[src/rtl/alu_issue_unit.sv]
// alu_issue_unit: decodes ALU instructions, holds operands for a fixed latency and returns the captured result
module alu_issue_unit #(
  parameter int MUL_LATENCY = 4
) (
  input  logic        clk,
  input  logic        reset,
  input  logic        in_valid,
  output logic        in_ready,
  input  logic [1:0]  in_alu_op,
  input  logic [5:0]  in_funct,
  input  logic [31:0] in_a,
  input  logic [31:0] in_b,
  output logic [31:0] alu_a,
  output logic [31:0] alu_b,
  output logic [2:0]  alu_control,
  input  logic [31:0] alu_result_in,
  input  logic        alu_zero_in,
  output logic        out_valid,
  input  logic        out_ready,
  output logic [31:0] out_result,
  output logic        out_zero,
  output logic        out_illegal
);
  localparam int CW = MUL_LATENCY > 1 ? $clog2(MUL_LATENCY) : 1;
  typedef enum logic [1:0] {IDLE = 2'd0, EXEC = 2'd1, DONE = 2'd2} state_t;
  state_t state_q, state_d;
  logic [CW-1:0] cnt_q, cnt_d;
  logic [31:0] a_q, a_d, b_q, b_d, res_q, res_d;
  logic [2:0] ctl_q, ctl_d, dec;
  logic zero_q, zero_d, ill_q, ill_d, legal;
  always_comb begin
    legal = !in_alu_op[1] || (in_alu_op == 2'b10 && in_funct inside {6'b100000, 6'b100010, 6'b100100, 6'b100101, 6'b101010, 6'b011000});
    dec = in_alu_op == 2'b00 ? 3'b010 :
          in_alu_op == 2'b01 ? 3'b110 :
          in_funct == 6'b100010 ? 3'b110 :
          in_funct == 6'b100100 ? 3'b000 :
          in_funct == 6'b100101 ? 3'b001 :
          in_funct == 6'b101010 ? 3'b111 :
          in_funct == 6'b011000 ? 3'b101 : 3'b010;
  end
  always_comb begin
    state_d = state_q;
    cnt_d = cnt_q;
    a_d = a_q;
    b_d = b_q;
    ctl_d = ctl_q;
    res_d = res_q;
    zero_d = zero_q;
    ill_d = ill_q;
    case (state_q)
      IDLE: if (in_valid) begin
        if (legal) begin
          a_d = in_a;
          b_d = in_b;
          ctl_d = dec;
          cnt_d = dec == 3'b101 ? CW'(MUL_LATENCY - 1) : '0;
          state_d = EXEC;
        end else begin
          res_d = '0;
          zero_d = 1'b1;
          ill_d = 1'b1;
          state_d = DONE;
        end
      end
      EXEC: if (cnt_q != '0) begin
        cnt_d = cnt_q - 1'b1;
      end else begin
        res_d = alu_result_in;
        zero_d = alu_zero_in;
        ill_d = 1'b0;
        state_d = DONE;
      end
      DONE: state_d = out_ready ? IDLE : DONE;
      default: state_d = IDLE;
    endcase
  end
  always_ff @(posedge clk) begin
    if (reset) begin
      state_q <= IDLE;
      cnt_q <= '0;
      a_q <= '0;
      b_q <= '0;
      ctl_q <= '0;
      res_q <= '0;
      zero_q <= 1'b0;
      ill_q <= 1'b0;
    end else begin
      state_q <= state_d;
      cnt_q <= cnt_d;
      a_q <= a_d;
      b_q <= b_d;
      ctl_q <= ctl_d;
      res_q <= res_d;
      zero_q <= zero_d;
      ill_q <= ill_d;
    end
  end
  assign in_ready = state_q == IDLE;
  assign out_valid = state_q == DONE;
  assign alu_a = a_q;
  assign alu_b = b_q;
  assign alu_control = ctl_q;
  assign out_result = res_q;
  assign out_zero = zero_q;
  assign out_illegal = ill_q;
endmodule

[config.mk]
export PLATFORM = sky130hd
export DESIGN_NAME = alu_issue_unit
export DESIGN_NICKNAME = d
export VERILOG_FILES = /design/src/rtl/alu_issue_unit.sv
export SDC_FILE = /design/constraint.sdc
export NUM_CORES = 1
export LEC_CHECK = 0
export BUFFER_PORTS_ARGS = -buffer_cell sky130_fd_sc_hd__buf_2
export CAP_MARGIN = 20
export CORE_MARGIN = 3
export CORE_UTILIZATION = 40
export CTS_BUF_LIST = sky130_fd_sc_hd__clkbuf_4 sky130_fd_sc_hd__clkbuf_8
export DETAILED_ROUTE_END_ITERATION = 10
export PLACE_DENSITY = 0.79
export SLEW_MARGIN = 20
export SYNTH_ARGS = -nofsm -noshare
export SYNTH_HDL_FRONTEND = slang
export SYNTH_SLANG_ARGS = --single-unit
[constraint.sdc]
create_clock -name clk -period 1.8 [get_ports clk]
set_clock_uncertainty 0.05 [all_clocks]
set_input_delay 0.09 -clock clk [delete_from_list [all_inputs] [get_ports clk]]
set_output_delay 0.09 -clock clk [all_outputs]
set_load 0.02 [all_outputs]
Word level (Yosys, flattened, before mapping)
Cells that the tools add are included.
- reduce and logical (&&, ||, !) cells: 12
- equal/unequal tests: 16
- multiplexer cells: 27
- add/subtract/negate cells: 1
- operators by type and width (kind ; count):
    32-bit two-way mux ; 3
    32-bit case mux with 2 select lines ; 1
    6-bit == test, second input constant ; 5
    3-bit two-way mux ; 7
    2-bit two-way mux ; 8
    2-bit inequality test, second input constant ; 4
    4-bit AND reduction ; 2
    6-bit by 5-bit == test with 1-bit output, second input constant ; 1
    2-bit case mux with 3 select lines ; 1
    6-bit nonzero test ; 1
    2-bit by 1-bit == test with 1-bit output, second input constant ; 2
    2-bit == test, second input constant ; 2
    2-bit zero test ; 2
    1-bit two-way mux ; 4
    1-bit case mux with 2 select lines ; 2
    2-bit case mux with 2 select lines ; 1
    2-bit nonzero test ; 2
    3-bit == test, second input constant ; 1
    3-bit AND reduction ; 1
    2-bit by 1-bit inequality test with 1-bit output, second input constant ; 1
    2-bit AND reduction ; 1
    2-bit by 1-bit subtractor with 2-bit output, second input constant ; 1
    1-bit logical AND ; 1
    1-bit zero test ; 1
    1-bit logical OR ; 1
- register bits after elaboration: 105
- output and inout port bits: 103
- input port bits: 109
- word-level logic and storage cells: 64

Logic depth before layout (Yosys ltp)
Gate-level depths: netlist (run 1).
- depth in word-level cells: 13
- depth in mapped cells: 8
- mapped depth without buffers: 6

Least setup slack after synthesis (run 1)
No wires, ideal clock.
- kind: register to register
- from: register state_q[0]
- to: register res_q[10] (netlist: out_result[10])
- arrival time: 1370 ps
- cell stages (with the launch flop): 7
- setup slack: 263 ps
- clock period less this slack: 1537 ps
- path through: dfxtp_1 -> nor3b_2 -> nand2_1 -> nor3_2 -> nor3_4 -> buf_4 -> a22o_1
- longest elaborated chain between the ends: 3
- elaborated cells between the ends (all ways): 8
- ends and longest elaborated chain (what ; RTL line ; text):
    from (decl) ; 26 ; state_t state_q, state_d;
    from (signal assigned) ; 88 ; state_q <= state_d;
    2-bit by 1-bit == test with 1-bit output or 2-bit zero test (tied branches) ; 50 ; case (state_q)
    2-bit inequality test (no line) or 2-bit nonzero test (tied branches) ; - ;
    4-bit AND reduction (no line) ; - ;
    to (signal assigned) ; 93 ; res_q <= res_d;
    to (decl) ; 28 ; logic [31:0] a_q, a_d, b_q, b_d, res_q, res_d;
Several ways; a longest one is shown, not always the timed one.
A chain may end at the register's enable or synchronous reset.

Worst setup path after layout (run 1)
- from: register state_q[1]
- to: register b_q[9] (netlist: alu_b[9])
- longest elaborated chain between the ends: 2
- ends and longest elaborated chain (what ; RTL line ; text):
    2-bit zero test ; 50 ;
    3-bit AND reduction (no line) ; - ;
    to (signal assigned) ; 82 ; b_q <= '0;
    to (signal assigned) ; 91 ; b_q <= b_d;
    to (decl) ; 28 ;
No other way between the ends.

==> results of run 1 <==
[cells in the final DEF, fill, tap and decap left out, drive strengths merged, types with 5 or more instances in the layout]
cell,netlist,routed
buf,16,223
nand2,136,136
dfxtp,105,105
dlygate4sd3,0,99
a21oi,69,69
a22o,32,32
clkbuf,14,9
nor2,8,8
nor3,6,6
nor2b,5,5
inv,3,5
[routing by layer]
layer / vias to the layer above / global-route usage (%) / part of all wire [%] / wire length (um)
li1: 2071 / - / - / -
met1: 2018 / 25.8 / 36 / 5060
met4: 0 / 9.22 / 2.8 / 390
met3: 31 / 6.44 / 6.9 / 954
met2: 219 / 45.8 / 54 / 7510
met5: - / 0 / 0 / 0
[power by group through the flow]
stage | Combinational [W] | Sequential [W] | Clock, W
floorplan | 0.000402 | 0.00270 | 0
global placement | 0.000853 | 0.00256 | 0
detailed placement | 0.000873 | 0.00256 | 0
CTS | 0.00104 | 0.00251 | 0.00163
global route | 0.00115 | 0.00253 | 0.00172
finish | 0.00107 | 0.00252 | 0.00157
[layout make-up]
type | instances | area [sq um] | area share (%)
clock buffers | 9 | 124 | 1.92
clock inverters | 7 | 97.6 | 1.51
inverters | 3 | 11.3 | 0.174
multi-input cells | 294 | 1770 | 27.4
flip-flops and latches | 105 | 2100 | 32.5
well taps | 133 | 166 | 2.58
repair buffers | 322 | 2190 | 33.9
[registers in the layout, indices dropped and copies added (netlist names)]
register / flops
alu_a: 32
alu_b: 32
alu_control: 3
cnt_q: 2
out_illegal: 1
out_result: 32
out_zero: 1
state_q: 2
[repair_timing]
item / in CTS / in global routing
hold endpoints to repair: 99 / 0
hold buffers: 99 / 0
gates resized for setup: 0 / 0
setup endpoints to repair: 0 / 1
[cell families (layout without fill, tap and decap cells)]
| group | after synthesis | count (layout) |
|---|---|---|
| buf+inv | 33 | 341 |
| mux | 2 | 2 |
| compound gates | 117 | 117 |
| simple gates | 174 | 174 |
| fa+ha+maj | 1 | 1 |
| flops | 105 | 105 |
[per-stage QoR]
| step | utilization, % | total power, W | instance area [sq um] | worst slack [ps] | std cells |
|---|---|---|---|---|---|
| after floorplan | - | 0.00310 | 4070 | 263 | 432 |
| after global placement | 53.4 | 0.00341 | 5250 | 159 | 758 |
| after detailed placement | 53.4 | 0.00343 | 5250 | 52.3 | 758 |
| after CTS | 65.8 | 0.00518 | 6460 | 182 | 873 |
| after global routing | 65.8 | 0.00539 | 6460 | 12.3 | 873 |
| final | 65.8 | 0.00516 | 6460 | 162 | 873 |
[final timing paths]
check	start	endpoint	slack (ps)	cells past startpoint
worst max-delay path	state_q[1]	alu_b[9]	160	6
worst min-delay path	in_funct[1]	alu_control[1]	40	3
worst max register to register	state_q[1]	alu_b[9]	160	6
worst min register to register	alu_a[1]	alu_a[1]	410	2
[worst max-delay path: stages (launching register included)]
cell	delay (ps)
dfxtp_1	390
nor3b_2	260
buf_4	170
o21a_4	240
buf_12	210
nand2_1	80
a21oi_1	140
==> impl_metrics.toml, run 1 <==
[detailed_routing]
drt_iter0_drc = 296
drt_wl_total_um = 13900
routedWlPerCell_um = 15.9
viasPerCell = 4.97
vias = 4339
drtPass1Iterations = 5
drc = 0
ant_nets = 0

[sta]
slew_violations = 0
whs_ps = 43.1
setup_viol = 0
fin_crit_sh_pct = 91.0
fmax_ghz = 0.610
tns_ps = 0
finalCriticalPeriod_ps = 1640
hold_viol = 0
tightest_slew_ps = 462
rsz0062_at_grt = "no"
maxSlewHeadroom_pct = 69.2

[final_layout]
fill_cells = 746
antennaDiodeCount = 0
syn_to_final_growth_pct = 58.7
drive_gt1_share_pct = 42.0
nets = 845

[floorplan]
fp.dieArea_sq_um = 11400
core_sq_um = 9820
pin_count = 212
initial_core_util_pct = 41.5
core.rowCount = 36
fp.dieH_um = 107
die_w_um = 107

[clock_network]
tritoncts = "built"
clk_latency_ps = 380
clk_pin_slew_ps = 110
postCtsSetupBuffers = 0
cts_max_level = 3
clock-sinks = 105
clock_path_buffers = 2
clockRootBuffer = "clkbuf_8"
cts_buffers = 9

[logic_synthesis]
syn-cell-area_sq_um = 4070
yosysMostFrequentCell = "nand2_1"
yosys.area.top_type_share_pct = 51.6
yosys.area_share.xor_xnor_pct = 0
synthCells = 432
synth_area_leaders = "dfxtp_1 52%, nand2_1 9.8%, a22o_1 6.9%"
synth_warnings = 0
synth_fa_ha_area_share_pct = 0.307
muxShareOfSynthArea_pct = 0.492
ys.flop_type = "dfxtp_1"
seq_area_frac_synth_pct = 51.6
synth_top_family_by_area = "compound AO/OA/AOI/OAI gates"
synth_top_area_cell = "dfxtp_1"
synth-simple-area-share_pct = 20.5
synthArstFlopShare_pct = 0
synth_common_cells = "106 x nand2_1, 105 x dfxtp_1, 39 x a21oi_1"
synth_edf_count = 0
syn_avg_cell_area_sq_um = 9.42
synth.distinct_cells = 49
synth_seq_cells = 105
synth_nets = 542
synth_compound_area_share_pct = 21.9

[global_routing]
grt_max_degree = 42
grt_overflow_total = 0
grt_pass1_vias = 4498
grt_usage_pct = 24.4
antenna_found_initial = 0
grt_pass1_wl_um = 22200

[critical_path]
startpoint_type = "register"
critical_path_class = "register to register"
path_max_fanout = 29
critPathCaptureType = "register"
required_ps = 2040
cp_data_arrival_time_ps = 1880

[run_status]
outcome = "finished, final reports clean"

[pwr]
vdd_drop_max_mv = 0.734
clkPwrFrac_pct = 30.5
seq_power_share_pct = 48.8
switching_power_w = 0.00155
power.leakage_nw = 2.91
pwr_density_cell_nw_per_um2 = 798
power.internal_w = 0.00361
power_frac_comb_pct = 20.7
switching_share_pct = 30.0

[job]
maxCapViolCount = 0

[hold_path]
min_path_type = "input port to register"

[place]
port_buffers = 211
dp_hpwl_um = 8010
place_congestion = 0.815
(Power assumes the default switching activity.)
==> run 2: changes to the inputs <==
--- a/config.mk
+++ b/config.mk
@@ -5,13 +5,14 @@
 export SDC_FILE = /design/constraint.sdc
 export NUM_CORES = 1
 export LEC_CHECK = 0
+export ABC_AREA = 0
 export BUFFER_PORTS_ARGS = -buffer_cell sky130_fd_sc_hd__buf_2
 export CAP_MARGIN = 20
 export CORE_MARGIN = 3
-export CORE_UTILIZATION = 40
+export CORE_UTILIZATION = 47
 export CTS_BUF_LIST = sky130_fd_sc_hd__clkbuf_4 sky130_fd_sc_hd__clkbuf_8
 export DETAILED_ROUTE_END_ITERATION = 10
-export PLACE_DENSITY = 0.79
+export PLACE_DENSITY = 0.9
 export SLEW_MARGIN = 20
 export SYNTH_ARGS = -nofsm -noshare
 export SYNTH_HDL_FRONTEND = slang
==> impl_metrics.toml, run 2 (synthesis gave the netlist of run 1 again) <==
[clock_network]
clk_pin_slew_ps = 110
clock-sinks = 105
tritoncts = "built"
cts_buffers = 9
cts_max_level = 3
clk_latency_ps = 350
clockRootBuffer = "clkbuf_8"
clock_path_buffers = 2

[pwr]
clkPwrFrac_pct = 27.9
power.internal_w = 0.00349
power.leakage_nw = 2.94
power_frac_comb_pct = 22.2
seq_power_share_pct = 50.0
vdd_drop_max_mv = 0.515
switching_share_pct = 30.5
pwr_density_cell_nw_per_um2 = 776
total_power_w = 0.00503
switching_power_w = 0.00154

[sta]
fin_crit_sh_pct = 92.0
rsz0062_at_grt = "no"
fmax_ghz = 0.604
slew_violations = 0
hold_viol = 0
finalCriticalPeriod_ps = 1660
maxSlewHeadroom_pct = 56.8
setup_viol = 0
tightest_slew_ps = 648
whs_ps = 26.0

[detailed_routing]
drt_iter0_drc = 286
viasPerCell = 5.28
routedWlPerCell_um = 17.3
vias = 4501
drc = 0
drt_wl_total_um = 14700
ant_nets = 0
drtPass1Iterations = 7

[global_routing]
antenna_found_initial = 1
grt_usage_pct = 29.5
grt_overflow_total = 0
grt_pass1_vias = 4812
grt_pass1_wl_um = 23300
grt_max_degree = 45

[critical_path]
path_max_fanout = 16
critPathCaptureType = "register"
critical_path_class = "register to register"
path_buf_inv = 1
cpPeakStageDelay_ps = 510
cp_data_arrival_time_ps = 1910
required_ps = 2050
crit_slowest_cell = "nor3_4"
critPathTopFamily = "simple AND/OR/NAND/NOR gates"
startpoint_type = "register"
path_cells = "inv_1 > ha_1 > nand2_1 > a21oi_2 > nor3_4 > a22o_1"

[place]
port_buffers = 211
place_inst = 737
place_congestion = 0.816
dp_hpwl_um = 8490

[final_layout]
final_cell_mix = "210 x buf_2, 106 x nand2_1, 105 x dfxtp_1"
syn_to_final_growth_pct = 59.2
final_common_cell = "buf_2"
post_layout_nonfiller_instances = 853
nets = 853
antennaDiodeCount = 0
drive_gt1_share_pct = 43.0

[floorplan]
core_sq_um = 8300
fp.dieArea_sq_um = 9810
die_w_um = 99.1
core.rowCount = 33
pin_count = 212
initial_core_util_pct = 49.0
fp.dieH_um = 99.1

[hold_path]
min_path_type = "input port to register"

[run_status]
outcome = "finished, final reports clean"

[job]
maxCapViolCount = 0
run 2: area by class of cell:
| class | instances | area (sq um) |
|---|---|---|
| repair buffers | 329 | 2240 |
| clock inverters | 7 | 73.8 |
| clock buffers | 9 | 124 |
| multi-input cells | 295 | 1800 |
| fillers | 502 | 1820 |
| inverters | 3 | 11.3 |
| well taps | 105 | 131 |
| flip-flops and latches | 105 | 2100 |
run 2: metal layers:
layer	track usage [%]	routed length, um	vias to the layer above
met2	55.3	8000	246
met5	0	13	-
met3	7.57	1130	60
met4	14.4	712	2
met1	30.0	4880	2092
li1	-	-	2101
run 2: worst min-delay path, cell delays in order:
cell	delay, ps
buf_2	80
nor4b_1	50
nor2_1	100
nand2_1	60
run 2: stage by stage:
stage	utilization, %	setup slack, ps	area [sq um]	setup TNS (ps)
after floorplan	-	263	4070	0
after global placement	63.3	-122	5250	-3990
after detailed placement	63.3	-178	5250	-5990
after CTS	77.7	55.5	6450	0
after global routing	78.1	34.4	6480	0
final	78.1	144	6480	0
run 2: power groups by stage:
stage	sequential (W)	clock (W)	combinational (W)
3_5_place_dp	0.00256	0	0.000884
4_1_cts	0.00251	0.00144	0.00106
2_1_floorplan	0.00270	0	0.000402
6_report	0.00251	0.00140	0.00111
3_3_place_gp	0.00255	0	0.000860
5_1_grt	0.00252	0.00153	0.00119
run 2: worst paths after layout:
path         slack (ps)             to  cells past startpoint  startpoint
max                 140  out_result[6]                      6    cnt_q[0]
max reg2reg         140  out_result[6]                      6    cnt_q[0]
min reg2reg         410      alu_b[13]                      2   alu_b[13]
min                  30     state_q[1]                      4   out_ready
run 2: what timing repair did:
item                       in CTS  in global routing
resized for setup               1                  3
hold endpoints to repair       97                  0
buffers inserted                0                  1
cloned                          1                  0
setup endpoints to repair      32                 34
hold buffers                   98                  0
pin swaps                       0                  1
